File: src/rtl/act_sched.sv
// Round-robin activation scheduler: N_REQ accumulators -> bound + ReLU, 2-cycle latency, 1 result/cycle.
// i_act_ready low stalls S2, then S1, then drops o_req_ready; define ACT_SCHED_SATCNT_EN to add o_sat_cnt.
module act_sched #(
  parameter int N_REQ  = 4,
  parameter int ACC_BW = 20,
  parameter int D_BW   = 8
) (
  input  logic                       clk,
  input  logic                       reset,
  input  logic [N_REQ-1:0]           i_req_valid,
  input  logic [N_REQ*ACC_BW-1:0]    i_req_data,
  output logic [N_REQ-1:0]           o_req_ready,
  output logic                       o_act_valid,
  output logic [D_BW-1:0]            o_act_data,
  output logic [$clog2(N_REQ)-1:0]   o_act_id,
  input  logic                       i_act_ready,
`ifdef ACT_SCHED_SATCNT_EN
  output logic [15:0]                o_sat_cnt,
`endif
  output logic                       o_busy
);

  localparam int ID_W = $clog2(N_REQ);
  localparam int IW1  = ID_W + 1;
  localparam logic signed [ACC_BW-1:0] POS_LIM = ACC_BW'((2 ** (D_BW - 1)) - 1);
  localparam logic signed [ACC_BW-1:0] NEG_LIM = ACC_BW'(-(2 ** (D_BW - 1)));

  logic [ID_W-1:0]          last_grant_q, last_grant_d;
  logic                     s1_vld_q, s1_vld_d;
  logic signed [ACC_BW-1:0] s1_dat_q, s1_dat_d;
  logic [ID_W-1:0]          s1_id_q, s1_id_d;
  logic                     s2_vld_q, s2_vld_d;
  logic [D_BW-1:0]          s2_dat_q, s2_dat_d;
  logic [ID_W-1:0]          s2_id_q, s2_id_d;

  logic                     win_vld;
  logic [ID_W-1:0]          win_idx;
  logic [ACC_BW-1:0]        win_dat;
  logic [IW1-1:0]           rr_sum;
  logic                     s2_adv;
  logic                     s1_take;
  logic                     xfer;
  logic                     clip_hi, clip_lo;
  logic [D_BW-1:0]          bounded;
  logic [D_BW-1:0]          relu_dat;

  // Search upward from last_grant+1 with wrap; first requester found wins.
  always_comb begin
    win_vld = 1'b0;
    win_idx = '0;
    rr_sum  = '0;
    for (int o = 1; o <= N_REQ; o++) begin
      rr_sum = {1'b0, last_grant_q} + IW1'(o);
      if (rr_sum >= IW1'(N_REQ)) begin
        rr_sum = rr_sum - IW1'(N_REQ);
      end
      if (!win_vld && i_req_valid[rr_sum[ID_W-1:0]]) begin
        win_vld = 1'b1;
        win_idx = rr_sum[ID_W-1:0];
      end
    end
  end

  always_comb begin
    win_dat = '0;
    for (int k = 0; k < N_REQ; k++) begin
      if (win_idx == ID_W'(k)) begin
        win_dat = i_req_data[k*ACC_BW +: ACC_BW];
      end
    end
  end

  assign s2_adv  = s1_vld_q && (!s2_vld_q || i_act_ready);
  assign s1_take = !s1_vld_q || s2_adv;
  assign xfer    = win_vld && s1_take && !reset;

  always_comb begin
    o_req_ready = '0;
    if (xfer) begin
      o_req_ready = N_REQ'(1) << win_idx;
    end
  end

  // Bound to the signed D_BW range, then ReLU: net effect clamp(x, 0, POS_LIM).
  assign clip_hi = s1_dat_q > POS_LIM;
  assign clip_lo = s1_dat_q < NEG_LIM;

  always_comb begin
    if (clip_hi) begin
      bounded = POS_LIM[D_BW-1:0];
    end else if (clip_lo) begin
      bounded = NEG_LIM[D_BW-1:0];
    end else begin
      bounded = s1_dat_q[D_BW-1:0];
    end
    relu_dat = bounded[D_BW-1] ? '0 : bounded;
  end

  always_comb begin
    last_grant_d = last_grant_q;
    s1_vld_d     = s1_vld_q;
    s1_dat_d     = s1_dat_q;
    s1_id_d      = s1_id_q;
    s2_vld_d     = s2_vld_q;
    s2_dat_d     = s2_dat_q;
    s2_id_d      = s2_id_q;

    if (s2_adv) begin
      s2_vld_d = 1'b1;
      s2_dat_d = relu_dat;
      s2_id_d  = s1_id_q;
    end else if (s2_vld_q && i_act_ready) begin
      s2_vld_d = 1'b0;
    end

    if (xfer) begin
      s1_vld_d     = 1'b1;
      s1_dat_d     = win_dat;
      s1_id_d      = win_idx;
      last_grant_d = win_idx;
    end else if (s2_adv) begin
      s1_vld_d = 1'b0;
    end
  end

  always_ff @(posedge clk) begin
    if (reset) begin
      last_grant_q <= ID_W'(N_REQ - 1);
      s1_vld_q     <= 1'b0;
      s1_dat_q     <= '0;
      s1_id_q      <= '0;
      s2_vld_q     <= 1'b0;
      s2_dat_q     <= '0;
      s2_id_q      <= '0;
    end else begin
      last_grant_q <= last_grant_d;
      s1_vld_q     <= s1_vld_d;
      s1_dat_q     <= s1_dat_d;
      s1_id_q      <= s1_id_d;
      s2_vld_q     <= s2_vld_d;
      s2_dat_q     <= s2_dat_d;
      s2_id_q      <= s2_id_d;
    end
  end

  assign o_act_valid = s2_vld_q;
  assign o_act_data  = s2_dat_q;
  assign o_act_id    = s2_id_q;
  assign o_busy      = s1_vld_q || s2_vld_q;

`ifdef ACT_SCHED_SATCNT_EN
  logic [15:0] sat_cnt_q, sat_cnt_d;

  // Counts advances into S2 that were clipped by the bound stage (ReLU zeroing alone does not count).
  always_comb begin
    sat_cnt_d = sat_cnt_q;
    if (s2_adv && (clip_hi || clip_lo) && (sat_cnt_q != 16'hFFFF)) begin
      sat_cnt_d = sat_cnt_q + 16'd1;
    end
  end

  always_ff @(posedge clk) begin
    if (reset) begin
      sat_cnt_q <= '0;
    end else begin
      sat_cnt_q <= sat_cnt_d;
    end
  end

  assign o_sat_cnt = sat_cnt_q;
`endif

endmodule

File: config.mk
export PLATFORM = sky130hd
export DESIGN_NAME = act_sched
export DESIGN_NICKNAME = d
export VERILOG_FILES = /design/src/rtl/act_sched.sv
export SDC_FILE = /design/constraint.sdc
export NUM_CORES = 1
export LEC_CHECK = 0
export CAP_MARGIN = 20
export CORE_UTILIZATION = 38
export DETAILED_ROUTE_END_ITERATION = 10
export GPL_TIMING_DRIVEN = 1
export PLACE_DENSITY = 0.89
export SLEW_MARGIN = 40
export SYNTH_ARGS = -nofsm -noshare
export SYNTH_HDL_FRONTEND = slang
export SYNTH_SLANG_ARGS = --single-unit
File: constraint.sdc
create_clock -name clk -period 1.6 [get_ports clk]
set_input_delay 0.16 -clock clk [delete_from_list [all_inputs] [get_ports clk]]
set_output_delay 0.16 -clock clk [all_outputs]
set_load 0.005 [all_outputs]
==> reports/qor.txt, run 1 <==
Cell variety after synth: 47
Hold Path End: o_act_data[3]
iteration-0 DRC count of the detailed router: 218
sequential cell area fraction in the yosys report: 31.4%
total grt overflow: 0
Crit path largest cell delay: 400 ps
Critical Path Stages: 6
Tightest Hold Check Type: flop to flop
CTS tree: done
Design Power: 3.34 mW
number of I/O pins: 103
post-synthesis cell count: 258
Yosys reg bits: 35
placed wire-length estimate: 5570 microns
Place WS: -655 ps
core region area: 5570 sq um
max_slew headroom: 61.6%
peak supply drop: 0.442 mV
Final Setup Violations: 25
die height: 78.7 microns
Pwr per Cell Area: 813 nW/um^2
worst-path cell chain: buf_6 -> mux2i_4 -> o221ai_4 -> buf_2 -> nor3_1 -> o41ai_2
CP bufs+invs: 2
Hold WS: 462 ps
initial antenna violation count: 0
Cell Area, Placed: 3480 sq um
commonest cells in the netlist: 35 x dfxtp_1, 33 x a21oi_1, 25 x nand2_1, 22 x nor2_1, 14 x mux2i_1
area delta synth->final: 83.7%
num rows: 27
endpoint type of the worst setup path: flop
Total GRT Usage: 27.2%
Yosys top cell area share: 31.4%
Post-synth EDFFs: 0
Netlist Area Pre-Place: 2230 sq um
met2 usage: 51.2%
outcome: complete, but fails checks
Synth area leaders: dfxtp_1 31%, a21oi_1 7.4%, a221oi_2 7.4%
drt pass-1 iters: 4
post-route ant nets: 0
Final Hold Vio Count: 0
CP max stage cell: dfxtp_4
leak pwr: 1.55 nW
vias in the first global route: 2845
Reg clk slew, reported paths: 80 ps
reg-to-reg endpoint: s1_dat_q[2]
CP Class: flop to flop
Arrival @ worst endpoint: 2040 ps
fmax: 531 MHz
Hold Crit Depth: 2
Slew @ Worst Pin: 576 ps
routed vias/inst: 6.17
RSZ-0062 raised after global routing: yes
Hold-fix buffers, CTS: 0
failing checks: negative setup slack
main flop type after synthesis: dfxtp_1
CTS sink cnt: 35
Port-buffer cells: 101
met3 demand-to-capacity share in global routing: 5.00%
Clock Skew: 8.39 ps
DRC: 0
first-pass GRT wire length: 13100 microns
setup ws final: -283 ps
Min-Delay Startpoint: o_act_data[3]
Final period util: 118%
Worst R2R Start: last_grant_q[1]
top-count cell post-synth: dfxtp_1
Clock Tree Buf Depth: 2
routed vias: 2843
pins over their slew limit: 0
Final Util: 73.6%
Yosys top cell by area: dfxtp_1
Num CTS Buffers: 5
Layout Nets: 475
Die X: 78.7 microns
fillers: 384
Register-to-Register Path Depth: 6
crit path time final: 1880 ps
H-tree levels: 2
largest net degree at the start of global routing: 27
async set-or-reset flop fraction in the synthesized netlist: 0%
r2r setup slk: -280 ps
fin area: 4100 sq um
WL/cell: 20.8 microns
peak fanout along the critical path: 12
grt met1 use: 28.8%
root buffer cell: clkbuf_8
nature of the critical path startpoint: flop
maxcap violations: 0
clk_lat worst skew: 280 ps
layout cells sized above 1: 32.6%
Starting Density: 40.1%
worst path required time: 1760 ps
GPL Wtd Cong: 0.893
GRT busiest layer: met2
Mapped Avg Cell Area: 8.66 sq um
antenna fix cells: 0
Ys Warns: 0
CP delay by family, top: flip-flops
Die ar.: 6190 sq um
final wirelength: 9590 microns
Mapped Nets: 345
-- through the flow --
step	setup TNS, ps	std cells
6_report	-3330	461
5_1_grt	-5380	461
4_1_cts	-374	455
3_5_place_dp	-13530	441
3_3_place_gp	-12580	441
2_1_floorplan	0	258
-- state kept, by name, summed over array words and instances (netlist names) --
signal        flops
o_act_id          2
s1_vld_q          1
last_grant_q      2
s1_dat_q         20
o_act_data        7
o_act_valid       1
s1_id_q           2
-- final cells by class --
class | count | area [sq um] | area share (%)
multi-input combinational | 201 | 1740 | 42.5
timing repair buffer | 145 | 1450 | 35.4
sequential | 35 | 706 | 17.2
tap | 72 | 90.1 | 2.20
clock buffer | 5 | 68.8 | 1.68
clock inverter | 3 | 43.8 | 1.07
-- cell usage in the layout, fill, tap and decap left out, types with 3 or more instances in the layout --
cell | netlist | final
clkbuf_8 | 0 | 5
nand3_1 | 4 | 3
nor3b_1 | 5 | 5
nor3_2 | 0 | 4
o41ai_2 | 6 | 6
buf_12 | 0 | 5
a21oi_2 | 1 | 5
clkdlybuf4s50_1 | 0 | 92
a32oi_1 | 3 | 3
nand2_2 | 2 | 3
o21ai_0 | 5 | 5
dfxtp_1 | 35 | 33
or3_1 | 7 | 7
buf_6 | 1 | 10
a221oi_2 | 11 | 11
buf_2 | 11 | 4
mux2i_1 | 14 | 12
dlygate4sd2_1 | 0 | 5
a31oi_4 | 0 | 6
o221ai_2 | 1 | 8
a21oi_1 | 33 | 28
a21o_1 | 5 | 5
nor2_1 | 22 | 20
nor3_1 | 10 | 6
nand2_1 | 25 | 23
a311oi_1 | 3 | 3
buf_4 | 5 | 25
-- cells by family after synthesis --
group                  Yosys count  share of synthesized area (%)
other                            1                          0.168
DFF                             35                           31.4
AOI/OAI and AO/OA               96                           36.5
buffers and inverters           22                           5.49
muxes                           14                           6.27
and+or+nand+nor                 90                           20.3
-- layer usage --
layer / vias up / wire [microns]
met5: - / 0
met1: 1339 / 3360
li1: 1252 / -
met4: 0 / 423
met3: 47 / 866
met2: 205 / 4940
-- timing repair --
item	CTS	global route
gates resized for setup	78	24
setup buffers	5	2
endpoints found under the setup margin	28	27
cloned	1	4
pin swaps	28	5
-- worst max path at each step --
stage,startpoint,endpoint,slack [ps]
2_1_floorplan,last_grant_q[0],s1_dat_q[12],60
3_3_place_gp,i_req_valid[3],o_req_ready[2],-620
3_5_place_dp,i_req_valid[3],o_req_ready[2],-660
4_1_cts,last_grant_q[1],o_req_ready[1],-60
5_1_grt,last_grant_q[1],s1_dat_q[1],-440
6_report,last_grant_q[1],s1_dat_q[2],-280
-- power breakdown --
| group | switching, mW | internal (mW) |
|---|---|---|
| Combinational | 0.675 | 0.764 |
| Clock | 0.347 | 0.464 |
| Sequential | 0.0997 | 0.985 |
-- worst reg2reg max path: cells and delay by family, from the launching register on --
kind	cells	cell delay, ps
buffers and inverters	2	380
AO/OA/AOI/OAI	2	310
AND/OR/NAND/NOR	1	400
multiplexers	1	270
flip-flops	1	400
Power figures use the tool's default switching activity.
==> run 2, diff against run 1 <==
--- a/config.mk
+++ b/config.mk
@@ -7,8 +7,10 @@
 export LEC_CHECK = 0
 export CAP_MARGIN = 20
 export CORE_UTILIZATION = 38
+export CTS_BUF_LIST = sky130_fd_sc_hd__clkbuf_16
 export DETAILED_ROUTE_END_ITERATION = 10
 export GPL_TIMING_DRIVEN = 1
+export MAX_ROUTING_LAYER = met4
 export PLACE_DENSITY = 0.89
 export SLEW_MARGIN = 40
 export SYNTH_ARGS = -nofsm -noshare
==> run 2 against run 1 <==
Effect of this change:
- the flow still finishes with violations (negative setup slack)
- utilization increased by 6.7 points
- critical path type unchanged
- sequential share of layout area is 1.4 points lower
- global-route usage grew 3.5 points
- die area unchanged
- clock skew is 1.9 ps lower
- register-to-register slack better by 50 ps
- highest routed layer unchanged
- setup slack improved by 52 ps
- first-iteration DRC count grew 18%
- combinational power increased by 11%
- largest power group unchanged
==> reports/qor.txt, run 2 (same netlist as run 1, synthesis figures left out) <==
max_slew headroom: 60.0% (-1.6 points)
peak supply drop: 0.484 mV (+9.5%)
number of I/O pins: 103 (unchanged)
final wirelength: 11200 microns (+17%)
initial antenna violation count: 0 (unchanged)
Register-to-Register Path Depth: 6 (unchanged)
nature of the critical path startpoint: flop
num rows: 27 (unchanged)
Hold WS: 201 ps (-260 ps)
clk_lat worst skew: 290 ps (about the same)
Arrival @ worst endpoint: 1970 ps (-70 ps)
area delta synth->final: 100%
Tightest Hold Check Type: input port to flop
layout cells sized above 1: 39.4% (+6.8 points)
WL/cell: 23.8 microns (+14%)
# placed instances: 442 (+0.23%)
Most flops, register: s1_dat_q
H-tree levels: 2 (unchanged)
Final Setup Violations: 24 (-4.0%)
most common cell after layout, fill and taps aside: clkdlybuf4s50_1
Starting Density: 40.1% (unchanged)
Clock Tree Buf Depth: 2 (unchanged)
Place WS: -662 ps (-7.03 ps)
peak fanout along the critical path: 6 (-6)
CTS tree: done
root buffer cell: clkbuf_16
CTS sink cnt: 35 (unchanged)
Die X: 78.7 microns (unchanged)
die height: 78.7 microns (unchanged)
Slew @ Worst Pin: 600 ps (+23.4 ps)
CP Class: flop to flop
worst path required time: 1740 ps (-20 ps)
Final period util: 114% (-3.3 points)
Total GRT Usage: 30.7% (+3.5 points)
TNS Setup: -1990 ps (+1330 ps)
total grt overflow: 0 (unchanged)
endpoint type of the worst setup path: flop
failing checks: negative setup slack
Num CTS Buffers: 5 (unchanged)
routed vias: 3002 (+5.6%)
vias in the first global route: 2937 (+3.2%)
GPL Wtd Cong: 0.902 (+0.93%)
placed wire-length estimate: 5750 microns (+3.2%)
max reg flops: 20 (unchanged)
Die ar.: 6190 sq um (unchanged)
outcome: complete, but fails checks
routed vias/inst: 6.39 (+3.6%)
Final Hold Vio Count: 0 (unchanged)
Layout Nets: 484 (+1.9%)
fmax: 546 MHz (+2.9%)
Pwr per Cell Area: 856 nW/um^2 (+5.3%)
Hold Crit Depth: 4 (+2)
worst-path cell chain: nand2_1 -> a21oi_4 -> o221a_4 -> buf_6 -> a21oi_1 -> o41ai_2
maxcap violations: 0 (unchanged)
iteration-0 DRC count of the detailed router: 257 (+18%)
largest net degree at the start of global routing: 27 (unchanged)
Clock Skew: 6.49 ps (-1.90 ps)
RSZ-0062 raised after global routing: yes
Port-buffer cells: 101 (unchanged)
post-route ant nets: 0 (unchanged)
CP max stage cell: o41ai_2
DRC: 0 (unchanged)
antenna fix cells: 0 (unchanged)
most frequent cells in the layout: 91 x clkdlybuf4s50_1, 31 x dfxtp_1, 26 x buf_4
first-pass GRT wire length: 14200 microns (+8.3%)
Post-Layout Cell Count: 470 (+2.0%)
leak pwr: 1.70 nW (+9.5%)
Reg clk slew, reported paths: 60 ps (-20 ps)
fillers: 301 (-22%)
crit path time final: 1830 ps (-52.3 ps)
core region area: 5570 sq um (unchanged)
drt pass-1 iters: 5 (+1)
pins over their slew limit: 0 (unchanged)
setup ws final: -231 ps (+52.3 ps)
Design Power: 3.83 mW (+15%)
Crit path largest cell delay: 470 ps (+70 ps)
run 2: changes by cell type in the layout (fill, tap and decap cells not counted), moves of 3 or more:
cell and delta:
o221ai_4 +3, clkbuf_8 -5, buf_8 +3, o21ai_1 +4
o21ai_0 -5, mux2i_2 +5, mux2i_1 -6, clkbuf_16 +8
a21oi_4 +3, a21oi_1 -4
run 2: metrics by stage:
stage                     area [sq um]  util [%]
after detailed placement          3490      62.5
after CTS                         4060      72.8
after global placement            3490      62.5
final                             4480      80.3
after floorplan                   2230         -
after global routing              4480      80.3
run 2: worst paths after layout:
check | slack, ps | end | from
setup / recovery | -230 | s1_dat_q[17] | last_grant_q[1]
hold / removal | 200 | o_act_valid | i_act_ready
setup reg to reg | -230 | s1_dat_q[17] | last_grant_q[1]
hold reg to reg | 460 | o_act_data[5] | o_act_data[5]
run 2: where the power goes:
group          leakage (nW)  internal [mW]  switching [mW]  total [mW]
registers             0.291          0.988           0.110        1.10
logic                  1.33          0.852           0.749        1.60
clock network        0.0838          0.735           0.399        1.13
run 2: area by class of cell:
cell class                      instances  area, sq um  share of cell area (%)
Tap cell                               72         90.1                    2.01
Clock inverter                          3         43.8                   0.978
Multi-Input combinational cell        201         1900                    42.5
Timing Repair Buffer                  154         1610                    35.9
Clock buffer                            5          125                    2.79
Sequential cell                        35          708                    15.8
run 2: timing repair:
action | 4_1_cts | 5_1_grt
hold buffers | 0 | 0
cloned | 1 | 7
pin swaps | 32 | 17
endpoints found under the setup margin | 29 | 32
resized for setup | 95 | 57
buffers inserted | 6 | 7
run 2: critical path, delay by kind of cell (launching register included):
kind / cells / cell delay [ps]
buffers and inverters: 1 / 140
AND/OR/NAND/NOR: 1 / 120
AO/OA/AOI/OAI: 4 / 990
flip-flops: 1 / 430
run 2: routing by layer:
metal  share of wire [%]  routed length (microns)  track usage (%)  up-vias
li1                    -                        -                -     1275
met1                  35                     3930             30.1     1456
met2                  51                     5700             55.1      215
met3                 8.7                      968             9.19       56
met4                 5.3                      595             14.1        0
met5                   0                        0                -        -
==> run 3, diff against run 2 <==
--- a/config.mk
+++ b/config.mk
@@ -5,8 +5,9 @@
 export SDC_FILE = /design/constraint.sdc
 export NUM_CORES = 1
 export LEC_CHECK = 0
+export ABC_AREA = 1
 export CAP_MARGIN = 20
-export CORE_UTILIZATION = 38
+export CORE_UTILIZATION = 39
 export CTS_BUF_LIST = sky130_fd_sc_hd__clkbuf_16
 export DETAILED_ROUTE_END_ITERATION = 10
 export GPL_TIMING_DRIVEN = 1
==> run 3 against run 2 <==
Effect of this change:
- the run still ends with negative setup slack left
- clock power grew 12%
- combinational power rose to 6.3 times the previous value
- sequential share of layout area is 0.62 points lower
- sequential power grew 35%
- design area grew 4.1%
- count of clock-buffer cells in the layout stayed put
- first-iteration DRC count increased by 21%
- total power grew to 3.3 times the previous value
- routed wire length increased by 2.5%
==> reports/qor.txt, run 3 <==
WL/cell: 18.7 microns (-21%)
Yosys reg bits: 35 (unchanged)
GPL Wtd Cong: 0.883 (-2.0%)
worst path required time: 1810 ps (+70 ps)
Total GRT Usage: 31.3% (+0.60 points)
crit path time final: 2240 ps (+405 ps)
Yosys top cell area share: 29.3% (-2.1 points)
Clock Tree Buf Depth: 2 (unchanged)
Arrival @ worst endpoint: 2450 ps (+480 ps)
outcome: complete, but fails checks
area taken by multi-input logic gates: 1870 sq um (-1.7%)
async set-or-reset flop fraction in the synthesized netlist: 0% (unchanged)
Starting Density: 40.4% (+0.36 points)
TNS Setup: -14190 ps (-12200 ps)
peak fanout along the critical path: 8 (+2)
DRC: 0 (unchanged)
drt pass-1 iters: 5 (unchanged)
Reg clk slew, reported paths: 60 ps (about the same)
layout cells sized above 1: 35.5% (-3.9 points)
first-pass GRT wire length: 15000 microns (+6.0%)
maxcap violations: 0 (unchanged)
Clock Skew: 7.26 ps (+0.772 ps)
CP Class: flop to flop
post-route ant nets: 0 (unchanged)
CTS sink cnt: 35 (unchanged)
Tightest Hold Check Type: flop to flop
antenna fix cells: 0 (unchanged)
Hold-fix buffers, CTS: 0 (unchanged)
Yosys top cell by area: dfxtp_1
max reg flops: 20 (unchanged)
Final Hold Vio Count: 0 (unchanged)
num rows: 28 (+3.7%)
commonest cells in the netlist: 145 x nand2_1, 44 x nor2_1, 35 x dfxtp_1, 31 x nand3_1, 29 x inv_1
Netlist Area Pre-Place: 2390 sq um (+7.2%)
setup ws final: -636 ps (-405 ps)
placed wire-length estimate: 5670 microns (-1.3%)
CTS tree: done
Die X: 80.4 microns (+2.1%)
pins over their slew limit: 0 (unchanged)
Mapped Avg Cell Area: 6.12 sq um (-29%)
initial antenna violation count: 0 (unchanged)
post-synthesis cell count: 391 (+52%)
Place WS: -741 ps (-79.0 ps)
die height: 80.4 microns (+2.1%)
H-tree levels: 2 (unchanged)
routed vias: 3523 (+17%)
number of I/O pins: 103 (unchanged)
Cell variety after synth: 29 (-38%)
fmax: 447 MHz (-18%)
total grt overflow: 0 (unchanged)
main flop type after synthesis: dfxtp_1
Final period util: 140% (+25 points)
Layout Nets: 624 (+29%)
Most flops, register: s1_dat_q
RSZ-0062 raised after global routing: yes
Die ar.: 6460 sq um (+4.3%)
area delta synth->final: 94.6%
nature of the critical path startpoint: flop
Pwr per Cell Area: 2760 nW/um^2 (+220%)
Ys Warns: 0 (unchanged)
Port-buffer cells: 101 (unchanged)
vias in the first global route: 3339 (+14%)
final wirelength: 11500 microns (+2.5%)
root buffer cell: clkbuf_16
fillers: 341 (+13%)
most frequent cells in the layout: 97 x clkdlybuf4s50_1, 92 x nand2_1, 41 x nand2_2
top-count cell post-synth: nand2_1
peak supply drop: 1.44 mV (+200%)
clk_lat worst skew: 280 ps (about the same)
leak pwr: 2.15 nW (+26%)
most common cell after layout, fill and taps aside: clkdlybuf4s50_1
endpoint type of the worst setup path: flop
Final Setup Violations: 28 (+17%)
Synth area leaders: dfxtp_1 29%, nand2_1 23%, nor2_1 6.9%
largest net degree at the start of global routing: 27 (unchanged)
iteration-0 DRC count of the detailed router: 311 (+21%)
Final Util: 78.7% (-1.6 points)
Num CTS Buffers: 5 (unchanged)
sequential cell area fraction in the yosys report: 29.3% (-2.1 points)
Mapped Nets: 478 (+39%)
Sequential Area: 708 sq um (unchanged)
failing checks: negative setup slack
routed vias/inst: 5.75 (-10%)
Post-synth EDFFs: 0 (unchanged)
core region area: 5920 sq um (+6.2%)
-- run 3: final timing paths --
kind / endpoint / slack [ps] / cells after the start / from
max: s1_dat_q[16] / -640 / 17 / last_grant_q[0]
min reg2reg: o_act_id[1] / 480 / 2 / o_act_id[1]
max reg2reg: s1_dat_q[16] / -640 / 17 / last_grant_q[0]
min: o_act_id[1] / 480 / 2 / o_act_id[1]
-- run 3: routing by layer --
layer  vias to the layer above  wire length (microns)  GRT usage [%]
li1                       1535                      -              -
met4                         0                    838           18.9
met1                      1624                   4180           32.9
met2                       268                   5670           54.5
met5                         -                      0              -
met3                        96                    779           5.34
-- run 3: timing repair --
action                                  in CTS  in global routing
endpoints found under the setup margin      28                 29
gates resized for setup                     76                113
buffers inserted                            18                  6
pin swaps                                   26                 64
gates cloned                                 5                  1
-- run 3: final cells by class --
type,instances,share of cell area [%]
Multi-Input combinational cell,303,40.2
Sequential cell,35,15.2
Inverter,37,3.65
Clock inverter,3,1.37
Clock buffer,5,2.69
Timing Repair Buffer,155,34.9
Tap cell,75,2.01
-- run 3: through the flow --
| step | total power, mW | hold WS [ps] | cell area [sq um] | instances |
|---|---|---|---|---|
| 5_1_grt | 13.4 | 503 | 4660 | 613 |
| 3_5_place_dp | 7.45 | 456 | 3680 | 581 |
| 4_1_cts | 10.7 | 465 | 4300 | 612 |
| 6_report | 12.8 | 475 | 4660 | 613 |
| 2_1_floorplan | 5.36 | 355 | 2430 | 391 |
| 3_3_place_gp | 7.30 | 450 | 3680 | 581 |
-- run 3: report_power, final --
group          switching (mW)  internal, mW  leakage [nW]
Clock                   0.381         0.887        0.0952
Combinational            5.57          4.51          1.76
Sequential              0.284          1.21         0.290
-- run 3: logic make-up (layout without fill, tap and decap cells) --
family | Yosys count | in the layout | share of synthesized area [%]
and+or+nand+nor | 248 | 249 | 46.7
buffers and inverters | 54 | 200 | 10.9
AOI/OAI and AO/OA | 53 | 53 | 13.0
DFF | 35 | 35 | 29.3
other | 1 | 1 | 0.157
-- run 3: worst max-delay path: stages (launching register included) --
cell and delay [ps]:
dfxtp_4 380, inv_8 90, nand2_2 80, nand2_4 100
inv_2 50, nand2_2 90, nand2_4 90, buf_6 130
nand4_4 100, nand2_4 80, buf_12 150, buf_12 130
nor2_8 180, buf_12 160, nand2_2 40, nand4_1 120
nand2_1 70, nand2_1 100
